--- src/rtl/dmem_arb_pkg.sv ---
// ---------------------------------------------------------------------------
// dmem_arb_pkg
// Shared definitions for the data-memory arbiter: the read-return tracking
// state encoding and the default bus widths / host starvation limit.
// ---------------------------------------------------------------------------
package dmem_arb_pkg;

    localparam int DEF_ADDR_W   = 32;
    localparam int DEF_DATA_W   = 32;
    localparam int DEF_MAX_WAIT = 4;

    // Which side, if any, owns the read data returning this cycle.
    typedef enum logic [1:0] {
        IDLE     = 2'd0,
        RET_CORE = 2'd1,
        RET_HOST = 2'd2
    } ret_state_e;

endpackage : dmem_arb_pkg

--- src/rtl/dmem_arbiter.sv ---
// ---------------------------------------------------------------------------
// dmem_arbiter
// Shares one synchronous-read data memory port between the CPU datapath
// (core) and an external host. The core wins ties unless the host has been
// turned away MAX_WAIT cycles in a row. Read data comes back one cycle after
// issue and is steered to the side that issued it; a new access may be
// issued in that same return cycle.
//
// Ports
//   clk, reset                 clock, asynchronous active-low reset
//   core_req/we/addr/wdata     core access request
//   core_stall                 hold datapath (denied, or load issue cycle)
//   core_rvalid/rdata          core load return
//   host_valid/we/addr/wdata   host access request
//   host_ready                 host request accepted this cycle
//   host_rvalid/rdata          host read return
//   mem_en/we/addr/wdata       memory access (combinational from grant)
//   mem_rdata                  memory read data, one cycle after a read
// ---------------------------------------------------------------------------
module dmem_arbiter
    import dmem_arb_pkg::*;
#(
    parameter int ADDR_W   = DEF_ADDR_W,
    parameter int DATA_W   = DEF_DATA_W,
    parameter int MAX_WAIT = DEF_MAX_WAIT
) (
    input  logic              clk,
    input  logic              reset,

    input  logic              core_req,
    input  logic              core_we,
    input  logic [ADDR_W-1:0] core_addr,
    input  logic [DATA_W-1:0] core_wdata,
    output logic              core_stall,
    output logic              core_rvalid,
    output logic [DATA_W-1:0] core_rdata,

    input  logic              host_valid,
    input  logic              host_we,
    input  logic [ADDR_W-1:0] host_addr,
    input  logic [DATA_W-1:0] host_wdata,
    output logic              host_ready,
    output logic              host_rvalid,
    output logic [DATA_W-1:0] host_rdata,

    output logic              mem_en,
    output logic              mem_we,
    output logic [ADDR_W-1:0] mem_addr,
    output logic [DATA_W-1:0] mem_wdata,
    input  logic [DATA_W-1:0] mem_rdata
);

    localparam logic [3:0] LP_MAX_WAIT = 4'(MAX_WAIT);

    ret_state_e r_state;
    ret_state_e w_state_nxt;
    logic [3:0] r_wait_cnt;

    logic w_core_pend;
    logic w_host_pend;
    logic w_host_prio;
    logic w_gnt_core;
    logic w_gnt_host;

    // Requests are masked while reset is held so nothing reaches the memory
    // and the core is not stalled. In the core's return cycle its request is
    // the one already being answered, so it is not pending again.
    assign w_core_pend = reset && core_req && (r_state != RET_CORE);
    assign w_host_pend = reset && host_valid;
    assign w_host_prio = (r_wait_cnt == LP_MAX_WAIT);

    assign w_gnt_host  = w_host_pend && (!w_core_pend || w_host_prio);
    assign w_gnt_core  = w_core_pend && !w_gnt_host;

    // A granted store finishes in place; a granted load stalls for its issue
    // cycle; a denied request stalls until it is granted.
    assign core_stall  = w_core_pend && !(w_gnt_core && core_we);
    assign host_ready  = w_gnt_host;

    always_comb begin
        mem_en    = 1'b0;
        mem_we    = 1'b0;
        mem_addr  = '0;
        mem_wdata = '0;
        if (w_gnt_core) begin
            mem_en    = 1'b1;
            mem_we    = core_we;
            mem_addr  = core_addr;
            mem_wdata = core_wdata;
        end else if (w_gnt_host) begin
            mem_en    = 1'b1;
            mem_we    = host_we;
            mem_addr  = host_addr;
            mem_wdata = host_wdata;
        end
    end

    always_comb begin
        w_state_nxt = IDLE;
        if (w_gnt_core && !core_we)
            w_state_nxt = RET_CORE;
        else if (w_gnt_host && !host_we)
            w_state_nxt = RET_HOST;
    end

    always_ff @(posedge clk or negedge reset) begin
        if (!reset)
            r_state <= IDLE;
        else
            r_state <= w_state_nxt;
    end

    // Consecutive host denials; saturates so the host keeps priority until
    // it is actually served.
    always_ff @(posedge clk or negedge reset) begin
        if (!reset)
            r_wait_cnt <= '0;
        else if (w_gnt_host)
            r_wait_cnt <= '0;
        else if (host_valid && (r_wait_cnt != LP_MAX_WAIT))
            r_wait_cnt <= r_wait_cnt + 4'd1;
    end

    // The return flags are decoded straight from the state register, so they
    // are registered and mutually exclusive by construction.
    assign core_rvalid = (r_state == RET_CORE);
    assign host_rvalid = (r_state == RET_HOST);
    assign core_rdata  = core_rvalid ? mem_rdata : '0;
    assign host_rdata  = host_rvalid ? mem_rdata : '0;

endmodule : dmem_arbiter

--- config.mk ---
export PLATFORM = sky130hd
export DESIGN_NAME = dmem_arbiter
export DESIGN_NICKNAME = d
export VERILOG_FILES = /design/src/rtl/dmem_arb_pkg.sv /design/src/rtl/dmem_arbiter.sv
export SDC_FILE = /design/constraint.sdc
export NUM_CORES = 1
export LEC_CHECK = 0
export CORE_AREA = 2 2 117 119
export CTS_BUF_LIST = sky130_fd_sc_hd__clkbuf_4
export DETAILED_ROUTE_END_ITERATION = 8
export DIE_AREA = 0 0 119 121
export SYNTH_ARGS = -nofsm -noshare
export SYNTH_HDL_FRONTEND = slang
export SYNTH_SLANG_ARGS = --single-unit
--- constraint.sdc ---
create_clock -name clk -period 2.5 [get_ports clk]
set_input_delay 0.5 -clock clk [delete_from_list [all_inputs] [get_ports clk]]
set_output_delay 0.5 -clock clk [all_outputs]
set_load 0.03 [all_outputs]
# Yosys cells after proc, flatten, opt, wreduce, memory -nomap -nowiden
# Index checks and enable logic that the tools add are counted.
# W data, S select, Z words.
# classes
add_sub_neg	1
eq_ne	5
mux	14
reduce_logical	17
# ops
op	count
$mux W32	6
$logic_and A1 B1 Y1	10
$mux W4	2
$logic_not A1 Y1	5
$add A4 B1 Y4 const B	1
$eq A4 B3 Y1 const B	1
$mux W1	4
$mux W2	2
$ne A4 B3 Y1 const B	1
$eq A2 B1 Y1 const B	1
$eq A2 B2 Y1 const B	1
$ne A2 B1 Y1 const B	1
$reduce_bool A2 Y1	1
$logic_or A1 B1 Y1	1
# totals
ff_bits	6
output_inout_bits	134
wordCells	39

# Logic depth before layout (Yosys ltp)
# Gate-level depths: netlist (run 1).
# logic_depth
depth_word	10
depth_mapped	7

# Least setup slack after synthesis (run 1)
# OpenSTA, ideal clock, no wires.
# synth_path
kind	flip-flop to output port
startpoint	reg r_wait_cnt[0]
endpoint	out mem_wdata[24]
arrival_ns	1.644
setup_slack_ns	0.356
stages_incl_launch_ff	7
cell_sequence	dfrtp_1 inv_1 ha_1 nand3b_4 a31oi_4 buf_2 a22o_1
# synth_via
elab_chain_cells	6
word_cells_on_any_way	7
# synth_lines
element	line	text
start: declaration	dmem_arbiter.sv:57	logic [3:0] r_wait_cnt;
start signal: assignment	dmem_arbiter.sv:121	r_wait_cnt <= r_wait_cnt + 4'd1;
$eq A4 B3 Y1 *	dmem_arbiter.sv:70	assign w_host_prio = (r_wait_cnt == LP_MAX_WAIT);
$logic_or A1 B1 Y1 *	dmem_arbiter.sv:72	assign w_gnt_host = w_host_pend && (!w_core_pend || w_host_prio);
$logic_and A1 B1 Y1 *	dmem_arbiter.sv:72	
named net host_ready	dmem_arbiter.sv:42	output logic host_ready,
$logic_not A1 Y1	dmem_arbiter.sv:73	assign w_gnt_core = w_core_pend && !w_gnt_host;
$logic_and A1 B1 Y1	dmem_arbiter.sv:73	
$mux W32 *	dmem_arbiter.sv:85	if (w_gnt_core) begin
end: declaration	dmem_arbiter.sv:49	output logic [DATA_W-1:0] mem_wdata,
# Mark *: on every way through the listed nets, which the timed path passes. The rest lies on a longest branch.

# Final worst setup path (run 1)
# layout_path
startpoint	reg r_wait_cnt[0]
endpoint	out mem_addr[21]
# layout_via
elab_chain_cells	6
word_cells_on_any_way	7
# layout_lines
element	line	text
$eq A4 B3 Y1 *	dmem_arbiter.sv:70	
$logic_or A1 B1 Y1 *	dmem_arbiter.sv:72	
$logic_and A1 B1 Y1 *	dmem_arbiter.sv:72	
$logic_not A1 Y1	dmem_arbiter.sv:73	
$logic_and A1 B1 Y1	dmem_arbiter.sv:73	
$mux W32 *	dmem_arbiter.sv:85	
end: declaration	dmem_arbiter.sv:48	output logic [ADDR_W-1:0] mem_addr,
# Mark *: on every way between the ends. The rest lies on a longest branch, timed or not.

==> results of run 1 <==
placed cells by master (no fill, tap or decap), types with 2 or more instances in the layout:
cell / netlist / layout
a22o_1: 65 / 63
and2_1: 65 / 64
nand2_1: 3 / 2
nand3_1: 5 / 5
o2bb2ai_1: 2 / 2
dlygate4sd2_1: 0 / 13
a21oi_1: 2 / 2
dfrtp_1: 6 / 6
clkdlybuf4s50_1: 0 / 163
a22o_4: 0 / 2
clkbuf_4: 0 / 3
inv_1: 4 / 3
buf_4: 1 / 99
nor2b_1: 3 / 3
buf_12: 0 / 18
buf_16: 0 / 3
dlymetal6s2s_1: 0 / 16
clkbuf_16: 0 / 2
how the worst max path moves through the flow:
stage	from	end	slack (ns)	cells after the start
6_report	r_wait_cnt[0]$_DFFE_PN0P_	mem_addr[21]	0.11	8
3_3_place_gp	reset	mem_wdata[21]	-0.08	6
4_1_cts	core_req	mem_wdata[16]	-0.006	7
3_5_place_dp	reset	mem_wdata[18]	-0.09	6
5_1_grt	r_wait_cnt[0]$_DFFE_PN0P_	mem_addr[22]	0.01	8
2_1_floorplan	r_wait_cnt[0]$_DFFE_PN0P_	mem_wdata[24]	0.36	6
area by class of cell:
cell class | instances | area share [%]
well taps | 176 | 4.562
inverters | 4 | 0.3110
clock buffers | 3 | 0.4666
flip-flops and latches | 6 | 3.110
repair buffers | 314 | 65.91
multi-input cells | 159 | 25.64
logic make-up (layout without fill, tap and decap cells):
kind of cell | after synthesis | after routing | synth area share (%)
mux | 1 | 1 | 0.6656
buf+inv | 25 | 321 | 10.57
compound gates | 74 | 74 | 43.01
fa+ha+maj | 2 | 2 | 1.664
flops | 6 | 6 | 9.983
simple gates | 82 | 82 | 34.11
layer usage:
metal	GRT usage, %	part of all wire (%)	wire, um
met2	26.54	56	6235
met1	12.89	32	3558
met3	3.383	8.9	996
met5	0	0	0
met4	5.804	3.3	373
state kept, by name, indices dropped and copies added, names as in the netlist:
signal,count
r_wait_cnt,4
r_state,2
stage by stage:
stage / std cells / power [mW]
2_1_floorplan: 190 / 0.5945
3_3_place_gp: 652 / 1.119
3_5_place_dp: 652 / 1.132
4_1_cts: 658 / 1.270
5_1_grt: 662 / 1.363
6_report: 662 / 1.296
power breakdown:
group / leakage [nW] / internal (mW) / switching, mW
registers: 0.0766 / 0.122 / 0.0253
logic: 2.36 / 0.571 / 0.482
clock network: 0.0138 / 0.0547 / 0.0407
total: 2.45 / 0.747 / 0.548
what timing repair did:
action	in CTS	in global routing
setup endpoints to repair	61	79
gates resized for setup	20	20
endpoints found under the hold margin	0	0
pin swaps	3	2
setup buffers	1	2
gates cloned	2	2
==> results.rst, run 1 <==
.. list-table::
   :header-rows: 1

   * - Metric
     - Value
   * - Total number of nets in the final design
     - 656
   * - Global route overflow
     - 0
   * - Last weighted congestion value of the routability-driven placer
     - 0.8477
   * - Cells traversed along the worst timing path
     - inv_2 -> ha_4 -> nand3b_4 -> a31oi_4 -> buf_12 -> buf_16 -> a22o_1 -> buf_4
   * - Final worst-path setup slack
     - 0.1098 ns
   * - Core region area
     - 13090 um^2
   * - Aggregate routed wire length
     - 11.16 mm
   * - Detailed-route DRC error count
     - 0
   * - Number of max-cap violations
     - 0
   * - Worst slack at placement
     - -0.09409 ns
   * - Worst setup EP type
     - output pin
   * - Main flop type after synthesis
     - dfrtp_1
   * - Register area
     - 150.1 um^2
   * - Hold-fix buffer count after cts
     - 0
   * - Port bufs
     - 299
   * - Leakage component of the power
     - 2.454 nW
   * - Largest net degree at the start of global routing
     - 34
   * - Final hold violation count
     - 0
   * - Vias per std cell
     - 4.174
   * - Cell variety after synth
     - 26
   * - Capture point of the worst reg-to-reg path
     - r_state[1]$_DFF_PN0_
   * - Number of synthesized register bits
     - 6
   * - Sink Count
     - 6
   * - Area after detailed placement
     - 4591 um^2
   * - Critical Path AT
     - 1.89 ns
   * - Clock skew after layout
     - 0.006845 ns
   * - Critical path class
     - reg -> out
   * - Fin crit period
     - 2.390 ns
   * - Endpoints failing setup
     - 0
   * - Transition time at the pin with the least slew margin
     - 0.3854 ns
   * - Total half-perimeter wirelength after legalization and detailed placement
     - 8.912 mm
   * - Num ports
     - 300
   * - Run status
     - finished clean
   * - Ys Warns
     - 0
   * - Horizontal die dimension
     - 119 um
   * - Element type at the critical path start
     - flop
   * - Area leader, netlist
     - a22o_1
   * - Area of the die
     - 14400 um^2
   * - Clock tree from TritonCTS
     - built
   * - Synth Area per Inst
     - 7.915 um^2
   * - Initial antenna violation count
     - 0
   * - Post-synthesis instance total
     - 190
   * - Vias in the first global route
     - 2704
   * - Synthesized area
     - 1504 um^2
   * - Maximum single-stage delay on the critical path
     - 0.39 ns
   * - Number of max-slew violations in the final report
     - 0
   * - Maximum count of clock buffers along a single path
     - 2
   * - Critical path buffers and inverters
     - 4
   * - Design Area, Final
     - 4827 um^2
   * - Number of flops mapped to enable cells by yosys
     - 0
   * - Min-delay worst type
     - in -> async
   * - P&R area growth vs syn
     - 221.0%
   * - DR iter-0 viols
     - 99
   * - Sequential fraction of the synthesis area
     - 9.983%
   * - Proportion of register bits with asynchronous set or reset after synthesis
     - 100.0%
   * - Clock slew at reported path FFs
     - 0.05 ns
   * - Post-synth top cells
     - a22o_1 (65), and2_1 (65), buf_2 (7), buf_6 (7)
   * - Total iterations of the first detailed-routing run
     - 6
   * - Register-to-Register Path Depth
     - 7
   * - Maximum achievable frequency
     - 418.4 MHz
   * - TritonCTS buffer count
     - 3
   * - Slowest cell on the critical path
     - dfrtp_1
   * - Final critical-path share of the clock period
     - 95.61%
   * - Largest voltage drop on the vdd net
     - 0.1644 mV
   * - Antenna diodes
     - 0
   * - Unrepaired setup endpoints after global routing
     - false
   * - Root buffer cell
     - clkbuf_4
   * - Global-route wire length before repair
     - 15.04 mm
   * - Slack of the worst reg-to-reg path
     - 0.96 ns
   * - Final core utilization
     - 36.89%
   * - Post-Route Setup TNS
     - 0 ns
   * - Number of fill cells
     - 1307
   * - Required time worst endpoint
     - 2.00 ns
   * - Number of core rows
     - 42
   * - Final ANT Viol Nets
     - 0
   * - Syn Nets
     - 358
   * - Via count
     - 2763
   * - Effective utilization at floorplan
     - 11.49%
   * - Cell type group with the largest total delay on the critical path
     - buffers and inverters
   * - Synth top area share
     - 37.85%
   * - Number of levels the H-tree was split into
     - 1
   * - Reg-to-Reg Start
     - r_wait_cnt[0]$_DFFE_PN0P_
   * - Average routed wire per standard cell
     - 16.86 um
   * - Max-Slew Margin vs Limit
     - 74.08%
   * - Biggest area contributors in the synthesized netlist
     - a22o_1 (38%), and2_1 (27%), dfrtp_1 (10%)
   * - Worst Path Max Fanout
     - 32
   * - Height of the die
     - 121 um
   * - Total track usage
     - 13.36%
   * - Power per Cell Area
     - 268.4 nW/um^2
   * - Ratio of cells with drive above 1 in the final layout
     - 27.57%
   * - Final Hold Slack
     - 0.3650 ns
   * - Clk Latency, worst-skew pair
     - 0.26 ns
   * - Multi-input gate area
     - 1237 um^2
No activity file was read; power rests on OpenSTA's default activity.
==> run 2, diff against run 1 <==
--- a/config.mk
+++ b/config.mk
@@ -9,6 +9,7 @@
 export CTS_BUF_LIST = sky130_fd_sc_hd__clkbuf_4
 export DETAILED_ROUTE_END_ITERATION = 8
 export DIE_AREA = 0 0 119 121
+export SKIP_CTS_REPAIR_TIMING = 1
 export SYNTH_ARGS = -nofsm -noshare
 export SYNTH_HDL_FRONTEND = slang
 export SYNTH_SLANG_ARGS = --single-unit
==> results.rst, run 2 (synthesized netlist as in run 1, its figures left out) <==
.. list-table::
   :header-rows: 1

   * - Metric
     - Value
   * - TritonCTS buffer count
     - 3 (unchanged)
   * - Critical Path AT
     - 1.93 ns (+0.04 ns)
   * - Endpoints failing setup
     - 0 (unchanged)
   * - Transition time at the pin with the least slew margin
     - 0.3886 ns (+0.003253 ns)
   * - Final worst-path setup slack
     - 0.07097 ns (-0.03881 ns)
   * - Global-route wire length before repair
     - 14.28 mm (-5.0%)
   * - Clk Latency, worst-skew pair
     - 0.26 ns (about the same)
   * - Horizontal die dimension
     - 119 um (unchanged)
   * - Number of max-cap violations
     - 0 (unchanged)
   * - Largest voltage drop on the vdd net
     - 0.1540 mV (-6.3%)
   * - Unrepaired setup endpoints after global routing
     - true
   * - Clock tree from TritonCTS
     - built
   * - Clock slew at reported path FFs
     - 0.05 ns (about the same)
   * - Vias in the first global route
     - 2636 (-2.5%)
   * - Capture point of the worst reg-to-reg path
     - r_state[1]$_DFF_PN0_
   * - Port bufs
     - 299 (unchanged)
   * - Element type at the critical path start
     - flop
   * - Core region area
     - 13090 um^2 (unchanged)
   * - Total iterations of the first detailed-routing run
     - 4 (-2)
   * - DR iter-0 viols
     - 120 (+21%)
   * - Most frequent standard cell in the layout excluding fill and tap cells
     - clkdlybuf4s50_1
   * - Run status
     - finished clean
   * - Total track usage
     - 12.51% (-0.86 points)
   * - Average routed wire per standard cell
     - 18.12 um (+7.4%)
   * - Effective utilization at floorplan
     - 11.49% (unchanged)
   * - Maximum achievable frequency
     - 411.7 MHz (-1.6%)
   * - Via count
     - 2833 (+2.5%)
   * - Crit path to
     - mem_wdata[18]
   * - Last weighted congestion value of the routability-driven placer
     - 0.8477 (unchanged)
   * - Final Hold Slack
     - 0.2685 ns (-0.09651 ns)
   * - Reg-to-Reg Start
     - r_wait_cnt[1]$_DFFE_PN0P_
   * - Final hold violation count
     - 0 (unchanged)
   * - Leakage component of the power
     - 2.686 nW (+9.4%)
   * - Antenna diodes
     - 0 (unchanged)
   * - Highest-count cells in the layout ignoring fill and taps
     - clkdlybuf4s50_1 (163), and2_1 (64), buf_4 (64)
   * - Cells traversed along the worst timing path
     - inv_1 -> ha_4 -> nand3b_4 -> o211a_4 -> buf_12 -> a22o_4 -> buf_12
   * - Ratio of cells with drive above 1 in the final layout
     - 28.78% (+1.2 points)
   * - Area of the die
     - 14400 um^2 (unchanged)
   * - Sink Count
     - 6 (unchanged)
   * - Largest net degree at the start of global routing
     - 65 (+91%)
   * - Detailed-route DRC error count
     - 0 (unchanged)
   * - Most common cell on crit path
     - buf_12
   * - Number of core rows
     - 42 (unchanged)
   * - Slack of the worst reg-to-reg path
     - 0.84 ns (-0.12 ns)
   * - Global route overflow
     - 0 (unchanged)
   * - Fin crit period
     - 2.429 ns (+0.03881 ns)
   * - Num ports
     - 300 (unchanged)
   * - Vias per std cell
     - 4.254 (+1.9%)
   * - Largest Register
     - r_wait_cnt
   * - Multi-input gate area
     - 1264 um^2 (+2.1%)
   * - Final critical-path share of the clock period
     - 97.16% (+1.6 points)
   * - Number of fill cells
     - 1284 (-1.8%)
   * - Register area
     - 150.1 um^2 (unchanged)
   * - P&R area growth vs syn
     - 236.5%
   * - Min-delay worst type
     - in -> async
   * - Regs by FF count
     - r_wait_cnt: 4 flops, r_state: 2 flops
   * - Worst slack at placement
     - -0.09409 ns (unchanged)
   * - Maximum single-stage delay on the critical path
     - 0.41 ns (+0.02 ns)
   * - Final ANT Viol Nets
     - 0 (unchanged)
   * - Worst setup EP type
     - output pin
   * - Worst Path Max Fanout
     - 31 (-3.1%)
   * - Number of levels the H-tree was split into
     - 1 (unchanged)
   * - Clock skew after layout
     - 0.006393 ns (-0.0004521 ns)
   * - Total half-perimeter wirelength after legalization and detailed placement
     - 8.912 mm (unchanged)
   * - Critical path class
     - reg -> out
   * - Origin of the worst setup path
     - r_wait_cnt[1]$_DFFE_PN0P_
   * - Maximum count of clock buffers along a single path
     - 2 (unchanged)
   * - Aggregate routed wire length
     - 12.07 mm (+8.1%)
   * - Required time worst endpoint
     - 2.00 ns (about the same)
   * - Height of the die
     - 121 um (unchanged)
   * - Root buffer cell
     - clkbuf_4
   * - Max-Slew Margin vs Limit
     - 73.86% (-0.22 points)
   * - Slowest cell on the critical path
     - dfrtp_1
   * - Number of max-slew violations in the final report
     - 0 (unchanged)
   * - Initial antenna violation count
     - 0 (unchanged)
   * - Register-to-Register Path Depth
     - 8 (+1)
   * - Total number of nets in the final design
     - 660 (+0.61%)
   * - Max FFs per register
     - 4 (unchanged)
   * - Power per Cell Area
     - 263.6 nW/um^2 (-1.8%)
run 2: critical path, delay by kind of cell, from the launching register on:
family          cells  cell delay (ns)
compound gates      2             0.55
fa+ha+maj           1             0.16
buf+inv             3             0.41
flops               1             0.41
simple gates        1             0.12
run 2: worst min path at each step:
stage | startpoint | endpoint | slack (ns)
after floorplan | reset | r_state[0]$_DFF_PN0_ | 0.20
after global placement | r_wait_cnt[1]$_DFFE_PN0P_ | r_wait_cnt[1]$_DFFE_PN0P_ | 0.53
after detailed placement | r_wait_cnt[0]$_DFFE_PN0P_ | r_wait_cnt[0]$_DFFE_PN0P_ | 0.55
after CTS | r_wait_cnt[0]$_DFFE_PN0P_ | r_wait_cnt[0]$_DFFE_PN0P_ | 0.56
after global routing | reset | r_wait_cnt[1]$_DFFE_PN0P_ | 0.29
final | reset | r_wait_cnt[2]$_DFFE_PN0P_ | 0.27
run 2: report_power, final:
part           total, mW  internal (mW)  switching, mW
logic               1.09          0.593          0.493
registers          0.154          0.122         0.0319
clock network     0.0939         0.0546         0.0393
total               1.33          0.770          0.565
run 2: final cells by class:
type / count / area share, %
timing repair buffer: 318 / 66.97
multi-input combinational: 159 / 24.97
tap: 176 / 4.351
sequential: 6 / 2.967
clock buffer: 3 / 0.4450
inverter: 4 / 0.2967
run 2: stage by stage:
step	TNS, ns	cells	utilization [%]	cell area, um^2	power, mW
2_1_floorplan	0	190	-	1504	0.5945
3_3_place_gp	-4.058	652	35.08	4591	1.119
3_5_place_dp	-4.213	652	35.08	4591	1.132
4_1_cts	-4.615	655	35.26	4613	1.229
5_1_grt	-0.1624	666	38.68	5061	1.401
6_report	0	666	38.68	5061	1.334
run 2: per-layer routing:
layer / vias to the layer above / global-route usage, % / part of all wire [%]
met1: 1316 / 11.89 / 33
met3: 14 / 3.336 / 9.3
met2: 194 / 25.25 / 55
met4: 0 / 4.762 / 2.6
li1: 1309 / - / -
met5: - / 0 / 0
==> run 3, diff against run 2 <==
==> constraint.sdc (replaced) <==
create_clock -name clk -period 3 [get_ports clk]
set_input_delay 0.6 -clock clk [delete_from_list [all_inputs] [get_ports clk]]
set_output_delay 0.6 -clock clk [all_outputs]
set_load 0.03 [all_outputs]
==> results.rst, run 3 (synthesized netlist as in run 1, its figures left out) <==
.. list-table::
   :header-rows: 1

   * - Metric
     - Value
   * - Clock tree from TritonCTS
     - built
   * - Vias per std cell
     - 4.113 (-3.3%)
   * - Initial antenna violation count
     - 0 (unchanged)
   * - Crit path to
     - mem_addr[11]
   * - Critical path class
     - in -> out
   * - Leakage component of the power
     - 1.955 nW (-27%)
   * - Required time worst endpoint
     - 2.40 ns (+0.40 ns)
   * - Most frequent standard cell in the layout excluding fill and tap cells
     - clkdlybuf4s50_1
   * - Register-to-Register Path Depth
     - 6 (-2)
   * - Root buffer cell
     - clkbuf_4
   * - Number of max-cap violations
     - 0 (unchanged)
   * - Number of max-slew violations in the final report
     - 0 (unchanged)
   * - Slack of the worst reg-to-reg path
     - 1.34 ns (+0.50 ns)
   * - Capture point of the worst reg-to-reg path
     - r_state[0]$_DFF_PN0_
   * - Total half-perimeter wirelength after legalization and detailed placement
     - 8.773 mm (-1.6%)
   * - Global-route wire length before repair
     - 14.27 mm (about the same)
   * - Regs by FF count
     - r_wait_cnt: 4 flops, r_state: 2 flops
   * - TritonCTS buffer count
     - 3 (unchanged)
   * - Global route overflow
     - 0 (unchanged)
   * - Total number of nets in the final design
     - 647 (-2.0%)
   * - Unrepaired setup endpoints after global routing
     - false
   * - Number of core rows
     - 42 (unchanged)
   * - DR iter-0 viols
     - 89 (-26%)
   * - Height of the die
     - 121 um (unchanged)
   * - Largest net degree at the start of global routing
     - 69 (+6.2%)
   * - Endpoints failing setup
     - 0 (unchanged)
   * - Run status
     - finished clean
   * - Fin crit period
     - 2.837 ns
   * - Horizontal die dimension
     - 119 um (unchanged)
   * - Antenna diodes
     - 0 (unchanged)
   * - Min-delay worst type
     - reg -> reg
   * - Clock slew at reported path FFs
     - 0.04 ns (about the same)
   * - Critical Path AT
     - 2.24 ns (+0.31 ns)
   * - Max FFs per register
     - 4 (unchanged)
   * - Transition time at the pin with the least slew margin
     - 0.3915 ns (+0.002868 ns)
   * - Cell count after placement
     - 650 (-0.31%)
   * - Element type at the critical path start
     - input pin
   * - Design Area, Final
     - 4658 um^2 (-8.0%)
   * - Ratio of cells with drive above 1 in the final layout
     - 16.77% (-12 points)
   * - Final Hold Slack
     - 0.5548 ns (+0.2863 ns)
   * - Reg-to-Reg Start
     - r_wait_cnt[0]$_DFFE_PN0P_
   * - Origin of the worst setup path
     - reset
   * - Area of the die
     - 14400 um^2 (unchanged)
   * - Area after detailed placement
     - 4636 um^2 (+0.98%)
   * - Clock skew after layout
     - 0.005049 ns (-0.001344 ns)
   * - Sink Count
     - 6 (unchanged)
   * - Largest voltage drop on the vdd net
     - 0.1078 mV (-30%)
   * - Maximum achievable frequency
     - 352.4 MHz
   * - Highest-count cells in the layout ignoring fill and taps
     - clkdlybuf4s50_1 (231), and2_1 (65), a22o_1 (65)
   * - P&R area growth vs syn
     - 209.7%
   * - Post-Route Setup TNS
     - 0 ns (unchanged)
   * - Number of levels the H-tree was split into
     - 1 (unchanged)
   * - Worst setup EP type
     - output pin
   * - Largest Register
     - r_wait_cnt
   * - Via count
     - 2686 (-5.2%)
   * - Worst slack at placement
     - 0.1573 ns (+0.2514 ns)
   * - Power per Cell Area
     - 217.0 nW/um^2 (-18%)
   * - Final critical-path share of the clock period
     - 94.58%
   * - Average routed wire per standard cell
     - 15.30 um (-16%)
   * - Total iterations of the first detailed-routing run
     - 4 (unchanged)
   * - Finished Layout Cells
     - 653 (-2.0%)
   * - Aggregate routed wire length
     - 9.992 mm (-17%)
   * - Final hold violation count
     - 0 (unchanged)
   * - Max-Slew Margin vs Limit
     - 73.66% (-0.19 points)
   * - Effective utilization at floorplan
     - 11.49% (unchanged)
   * - Final worst-path setup slack
     - 0.1627 ns (+0.09170 ns)
   * - Final ANT Viol Nets
     - 0 (unchanged)
   * - Final core utilization
     - 35.60% (-3.1 points)
   * - Port bufs
     - 299 (unchanged)
   * - Num ports
     - 300 (unchanged)
   * - Overall power
     - 1.011 mW (-24%)
   * - Worst Path Max Fanout
     - 66 (+110%)
   * - Total track usage
     - 12.49% (-0.020 points)
   * - Clk Latency, worst-skew pair
     - 0.24 ns (-0.02 ns)
   * - Vias in the first global route
     - 2711 (+2.8%)
   * - Detailed-route DRC error count
     - 0 (unchanged)
   * - Last weighted congestion value of the routability-driven placer
     - 0.8620 (+1.7%)
   * - Maximum count of clock buffers along a single path
     - 2 (unchanged)
   * - Core region area
     - 13090 um^2 (unchanged)
## run 3: cell type report
cell class	instances	area, um^2
clock buffers	3	22.52
fillers	1318	8427
inverters	4	15.01
multi-input cells	159	1195
flip-flops and latches	6	150.1
well taps	176	220.2
repair buffers	305	3055
## run 3: where the power goes
| group | internal (mW) | total [mW] | switching (mW) |
|---|---|---|---|
| registers | 0.102 | 0.129 | 0.0269 |
| clock network | 0.0452 | 0.0739 | 0.0286 |
| logic | 0.435 | 0.808 | 0.373 |
| total | 0.582 | 1.01 | 0.429 |
## run 3: critical path: stages
cell and delay, ns:
clkdlybuf4s50_1 0.49, and2_1 0.22, o211a_2 0.23, buf_12 0.25, a22o_1 0.24, buf_12 0.13
## run 3: worst min-delay path by stage
| stage | end | cells after the start | slack (ns) | from |
|---|---|---|---|---|
| after floorplan | r_state[0]$_DFF_PN0_ | 0 | 0.30 | reset |
| after CTS | r_wait_cnt[0]$_DFFE_PN0P_ | 1 | 0.55 | r_wait_cnt[0]$_DFFE_PN0P_ |
| after detailed placement | r_wait_cnt[0]$_DFFE_PN0P_ | 1 | 0.54 | r_wait_cnt[0]$_DFFE_PN0P_ |
| final | r_wait_cnt[1]$_DFFE_PN0P_ | 1 | 0.55 | r_wait_cnt[1]$_DFFE_PN0P_ |
| after global placement | r_wait_cnt[1]$_DFFE_PN0P_ | 1 | 0.53 | r_wait_cnt[1]$_DFFE_PN0P_ |
| after global routing | r_wait_cnt[0]$_DFFE_PN0P_ | 1 | 0.57 | r_wait_cnt[0]$_DFFE_PN0P_ |
## run 3: metal layers
metal  up-vias  global-route usage [%]  routed length (um)
li1       1282                       -                   -
met1      1202                   11.95                3201
met2       190                   25.25                5511
met3        12                   3.571                 990
met4         0                   4.092                 288
met5         -                       0                   0
==> variant 1: new RTL, config.mk and constraints of run 2 <==
One comparison of `r_wait_cnt` changes from == to >=.
--- a/src/rtl/dmem_arbiter.sv
+++ b/src/rtl/dmem_arbiter.sv
@@ -67,7 +67,7 @@
     // the one already being answered, so it is not pending again.
     assign w_core_pend = reset && core_req && (r_state != RET_CORE);
     assign w_host_pend = reset && host_valid;
-    assign w_host_prio = (r_wait_cnt == LP_MAX_WAIT);
+    assign w_host_prio = (r_wait_cnt >= LP_MAX_WAIT);
 
     assign w_gnt_host  = w_host_pend && (!w_core_pend || w_host_prio);
     assign w_gnt_core  = w_core_pend && !w_gnt_host;
Behaviour: same outputs for any inputs over 10 cycles, from zero or initial values and one cycle with reset low; that may be too few to reach the edited logic, so the function may still have changed.
==> variant 1 against run 2 <==
  * Core utilization shrank 1.4 points
  * Die area is the same
  * Cell area shrank 3.6%
  * Worst setup slack lost 0.036 ns
  * First-iteration DRC count shrank 25%
  * Sequential cell count is the same
  * Area after synthesis shrank 1.6%
  * Synthesized cell count grew 2.1%
  * Largest power group unchanged
  * Routed wire length shrank 8.2%
  * Global-route usage shrank 0.51 points
  * Combinational power grew 27%
  * Total power grew 22%
==> variant 1: results (changes against run 2) <==
status:
  status: "completed"
place:
  hpwl_mm: 8.21  # -7.9%
  gp_congestion: 0.761  # -10%
  place_inst: 657  # +0.77%
global_routing:
  grt_max_degree: 67  # +3.1%
  first_global_vias: 2734  # +3.7%
  grt_antenna_before_repair: 0  # unchanged
  grt_pass1_wl_mm: 13.9  # -2.4%
  grt.total_usage_pct: 12.0  # -0.51 points
cts:
  clkLatencyLatePin_ns: 0.25
  htreeDepth: 1  # unchanged
  clk_path_buf_depth: 2  # unchanged
  cts_root_buf: "clkbuf_4"
  numCtsBuffers: 3  # unchanged
  cts.clk_slew.worst_paths_ns: 0.05  # about the same
yosys:
  synth_fp_nets: 362  # +1.1%
  async_flop_share_pct: 100  # unchanged
  ys_top_cells_by_area: "a22o_1 (38%), and2_1 (27%), dfrtp_1 (10%)"
  seq_area_frac_synth_pct: 10.1  # +0.16 points
  syn-instance-count: 194  # +2.1%
  synth_top_area_share_pct: 38.5  # +0.61 points
  netlist_top_cells_count: "a22o_1 (65), and2_1 (65), clkbuf_1 (12)"
sta:
  worst_pin_slew_ns: 0.369  # -0.0196 ns
  skew_ns: 0.00869  # +0.00230 ns
  slew_violations: 0  # unchanged
layout:
  finalNetCount: 666  # +0.91%
  largest_reg_flops: 4  # unchanged
  reg.largest.list: "r_wait_cnt: 4 flops, r_state: 2 flops"
  layout.cells.non_filler: 672  # +0.90%
  n_antenna_cell: 0  # unchanged
  layout-drive-gt1-share_pct: 27.4  # -1.4 points
drt:
  viasPerCell: 4.13  # -2.9%
  routed_wl_mm: 11.1  # -8.2%
  drt_pass1_iterations: 4  # unchanged
  drt_iter0_markers: 90  # -25%
power_and_ir_drop:
  peakVddDrop_mv: 0.167  # +8.7%
  p_leak_nw: 2.47  # -8.2%
  p_sw_mw: 0.737  # +30%
critical_path:
  path_max_fanout: 8  # -74%
  r2r_slack_ns: 0.93  # +0.09 ns
  max_stage_delay_ns: 0.41  # about the same
  rr_endpoint: "r_state[0]"
  rr_worst_depth: 5  # -3
  critPathArrivalTime_ns: 1.97  # +0.04 ns
  r2r_start: "r_wait_cnt[3]"
worst_hold_path:
  hold_path.class: "primary input to asynchronous set/reset pin"
-- variant 1: cell count changes after synthesis, sizes merged, moves of 2 or more --
cell    before  now
buf         15   10
clkbuf       6   12
nand2        3    5
nand3        5    3
o31a         0    2
or2          0    2
-- variant 1: metrics by stage --
stage / hold slack, ns / power [mW] / setup WS, ns / instance area [um^2]
2_1_floorplan: 0.204 / 0.784 / 0.0999 / 1480
3_3_place_gp: 0.525 / 1.41 / -0.164 / 4560
3_5_place_dp: 0.531 / 1.42 / -0.171 / 4560
4_1_cts: 0.547 / 1.52 / -0.185 / 4580
5_1_grt: 0.382 / 1.71 / -0.00220 / 4880
6_report: 0.375 / 1.62 / 0.0348 / 4880
-- variant 1: how the worst max path moves through the flow --
stage / from / to / cells past startpoint
6_report: r_wait_cnt[3] / mem_wdata[10] / 5
5_1_grt: r_wait_cnt[3] / mem_wdata[5] / 5
4_1_cts: reset / mem_wdata[10] / 6
3_5_place_dp: reset / mem_wdata[10] / 6
3_3_place_gp: reset / mem_wdata[10] / 6
2_1_floorplan: host_valid / mem_wdata[23] / 5
-- variant 1: kinds of logic after synthesis --
group,Yosys count,share of synthesized area (%)
adders and majority gates,2,1.69
and+or+nand+nor,83,34.2
buffers and inverters,26,8.88
AOI/OAI and AO/OA,76,44.4
DFF,6,10.1
muxes,1,0.676
-- variant 1: final cells by class --
| class | count | area, um^2 |
|---|---|---|
| flip-flops and latches | 6 | 151 |
| fillers | 1323 | 8200 |
| well taps | 176 | 220 |
| clock buffers | 3 | 22.5 |
| multi-input cells | 162 | 1250 |
| repair buffers | 321 | 3220 |
| inverters | 4 | 15.0 |
-- variant 1: metal layers --
metal	routed length, um	track usage (%)	vias to the layer above
met5	0	0	-
met4	119	2.46	0
met3	1180	3.43	10
met2	5820	23.8	196
met1	3950	12.4	1241
li1	-	-	1329
-- variant 1: tightest hold or removal path: cells and delay by family --
family	cells	cell delay (ns)
buf+inv	3	0.47
-- variant 1: power by group through the flow --
stage | clock [mW] | sequential, mW | combinational, mW
detailed placement | 0 | 0.157 | 1.26
floorplan | 0 | 0.149 | 0.636
finish | 0.0928 | 0.155 | 1.38
global placement | 0 | 0.155 | 1.25
CTS | 0.0948 | 0.158 | 1.27
global route | 0.104 | 0.158 | 1.45
==> variant 2: new RTL, settings of run 2 <==
Made on the original files. Set the package constant `DEF_DATA_W` to 16 (it was 32).
--- a/src/rtl/dmem_arb_pkg.sv
+++ b/src/rtl/dmem_arb_pkg.sv
@@ -6,7 +6,7 @@
 package dmem_arb_pkg;
 
     localparam int DEF_ADDR_W   = 32;
-    localparam int DEF_DATA_W   = 32;
+    localparam int DEF_DATA_W   = 16;
     localparam int DEF_MAX_WAIT = 4;
 
     // Which side, if any, owns the read data returning this cycle.
Ports: changed (6 resized); port bits go from 300 to 204. The function was not compared with the original's and may differ.
==> variant 2 against run 2 <==
  * Core utilization down 11 points
  * Global-route usage down 4.4 points
  * Worst setup slack better by 0.023 ns
  * Hold slack worse by 0.0040 ns
  * Cell area down 28%
  * Final cell count down 22%
  * Routed wire length down 40%
  * Area after synthesis down 23%
  * Sequential cell count unchanged
  * Total power down 22%
  * Combinational power down 27%
==> variant 2: results (changes against run 2) <==
drt:
  routed_wl_mm: 7.24  # -40%
  met1_length_mm: 2.50  # -36%
  route.met3.wl_um: 706  # -37%
  viasPerCell: 3.80  # -11%
  wl_met2_mm: 3.98  # -41%
  top_layer: "met4"
  drt_iter0_markers: 47  # -61%
  drt_pass1_iterations: 4  # unchanged
critical_path:
  rr_worst_depth: 6  # -2
  critPathKind: "flip-flop to output port"
  rr_endpoint: "r_state[0]"
  critPathArrivalTime_ns: 1.91  # -0.02 ns
  r2r_slack_ns: 0.98  # +0.14 ns
  path_max_fanout: 17  # -45%
  critPathTopFamily: "compound AO/OA/AOI/OAI gates"
  max_stage_delay_ns: 0.41  # about the same
  crit_end: "mem_addr[10]"
  r2r_start: "r_wait_cnt[1]"
global_routing:
  grt_max_degree: 49  # -25%
  grt_use_met2_pct: 16.1  # -9.2 points
  met3_usage_pct: 2.35  # -0.99 points
  grt.total_usage_pct: 8.07  # -4.4 points
  grt_pass1_wl_mm: 9.43  # -34%
  first_global_vias: 2008  # -24%
  grtUsageMet1_pct: 8.24  # -3.6 points
place:
  numPortBuffers: 203  # -32%
  place_ws_ns: -0.0578  # +0.0362 ns
  gp_congestion: 0.775  # -8.6%
  hpwl_mm: 5.55  # -38%
  placed_area_um2: 3340  # -27%
  place_inst: 510  # -22%
yosys:
  ys_types: 26  # unchanged
  async_flop_share_pct: 100  # unchanged
  seq_area_frac_synth_pct: 13.0  # +3.0 points
  synth_fp_nets: 254  # -29%
  syn_area_per_cell_um2: 8.62  # +8.9%
  synth_flop_cell: "dfrtp_1"
  netlist_top_cells_count: "a22o_1 (49), and2_1 (33), buf_6 (10)"
  ys_top_cells_by_area: "a22o_1 (37%), and2_1 (18%), dfrtp_1 (13%)"
cts:
  htreeDepth: 1  # unchanged
  cts.clk_slew.worst_paths_ns: 0.05  # about the same
  numCtsBuffers: 3  # unchanged
  clkLatencyLatePin_ns: 0.24  # -0.02 ns
  cts_root_buf: "clkbuf_4"
power_and_ir_drop:
  peakVddDrop_mv: 0.140  # -9.1%
  pg_clk_mw: 0.0907  # -3.4%
  p_per_area_nw_per_um2: 285  # +8.1%
  switching_share_pct: 40.6  # -1.7 points
  p_leak_nw: 1.54  # -43%
  powerSeq_mw: 0.154  # about the same
status:
  status: "completed"
layout:
  reg.largest.list: "r_wait_cnt: 4 flops, r_state: 2 flops"
  layout-drive-gt1-share_pct: 24.2  # -4.6 points
  layout.cells.non_filler: 519  # -22%
  finalNetCount: 465  # -30%
sta:
  worst_pin_slew_ns: 0.314  # -0.0747 ns
  skew_ns: 0.00137  # -0.00502 ns
  period_minus_slack_ns: 2.41  # -0.0234 ns
  timing.hold.ws_ns: 0.264  # -0.00397 ns
worst_hold_path:
  hold_path.class: "primary input to asynchronous set/reset pin"
## variant 2: cell count changes after synthesis
cell | run 2 | this run
o211a_1 | 1 | 0
and2b_1 | 0 | 1
and3b_1 | 1 | 0
and2_1 | 65 | 33
clkbuf_1 | 6 | 2
buf_2 | 7 | 1
buf_4 | 1 | 0
a22o_1 | 65 | 49
o211a_4 | 0 | 1
nor2b_1 | 3 | 2
buf_6 | 7 | 10
and3b_2 | 0 | 1
## variant 2: cells by family (layout without fill, tap and decap cells)
family	count (synthesis)	after routing	share of synthesized area [%]
AOI/OAI and AO/OA	58	58	44.5
and+or+nand+nor	50	50	27.3
buffers and inverters	17	226	12.1
DFF	6	6	13.0
adders and majority gates	2	2	2.17
muxes	1	1	0.867
## variant 2: final cells by class
| cell class | count | area (um^2) |
|---|---|---|
| fillers | 1370 | 9450 |
| repair buffers | 219 | 2320 |
| multi-input cells | 111 | 908 |
| well taps | 176 | 220 |
| flip-flops and latches | 6 | 150 |
| clock buffers | 3 | 22.5 |
| inverters | 4 | 18.8 |
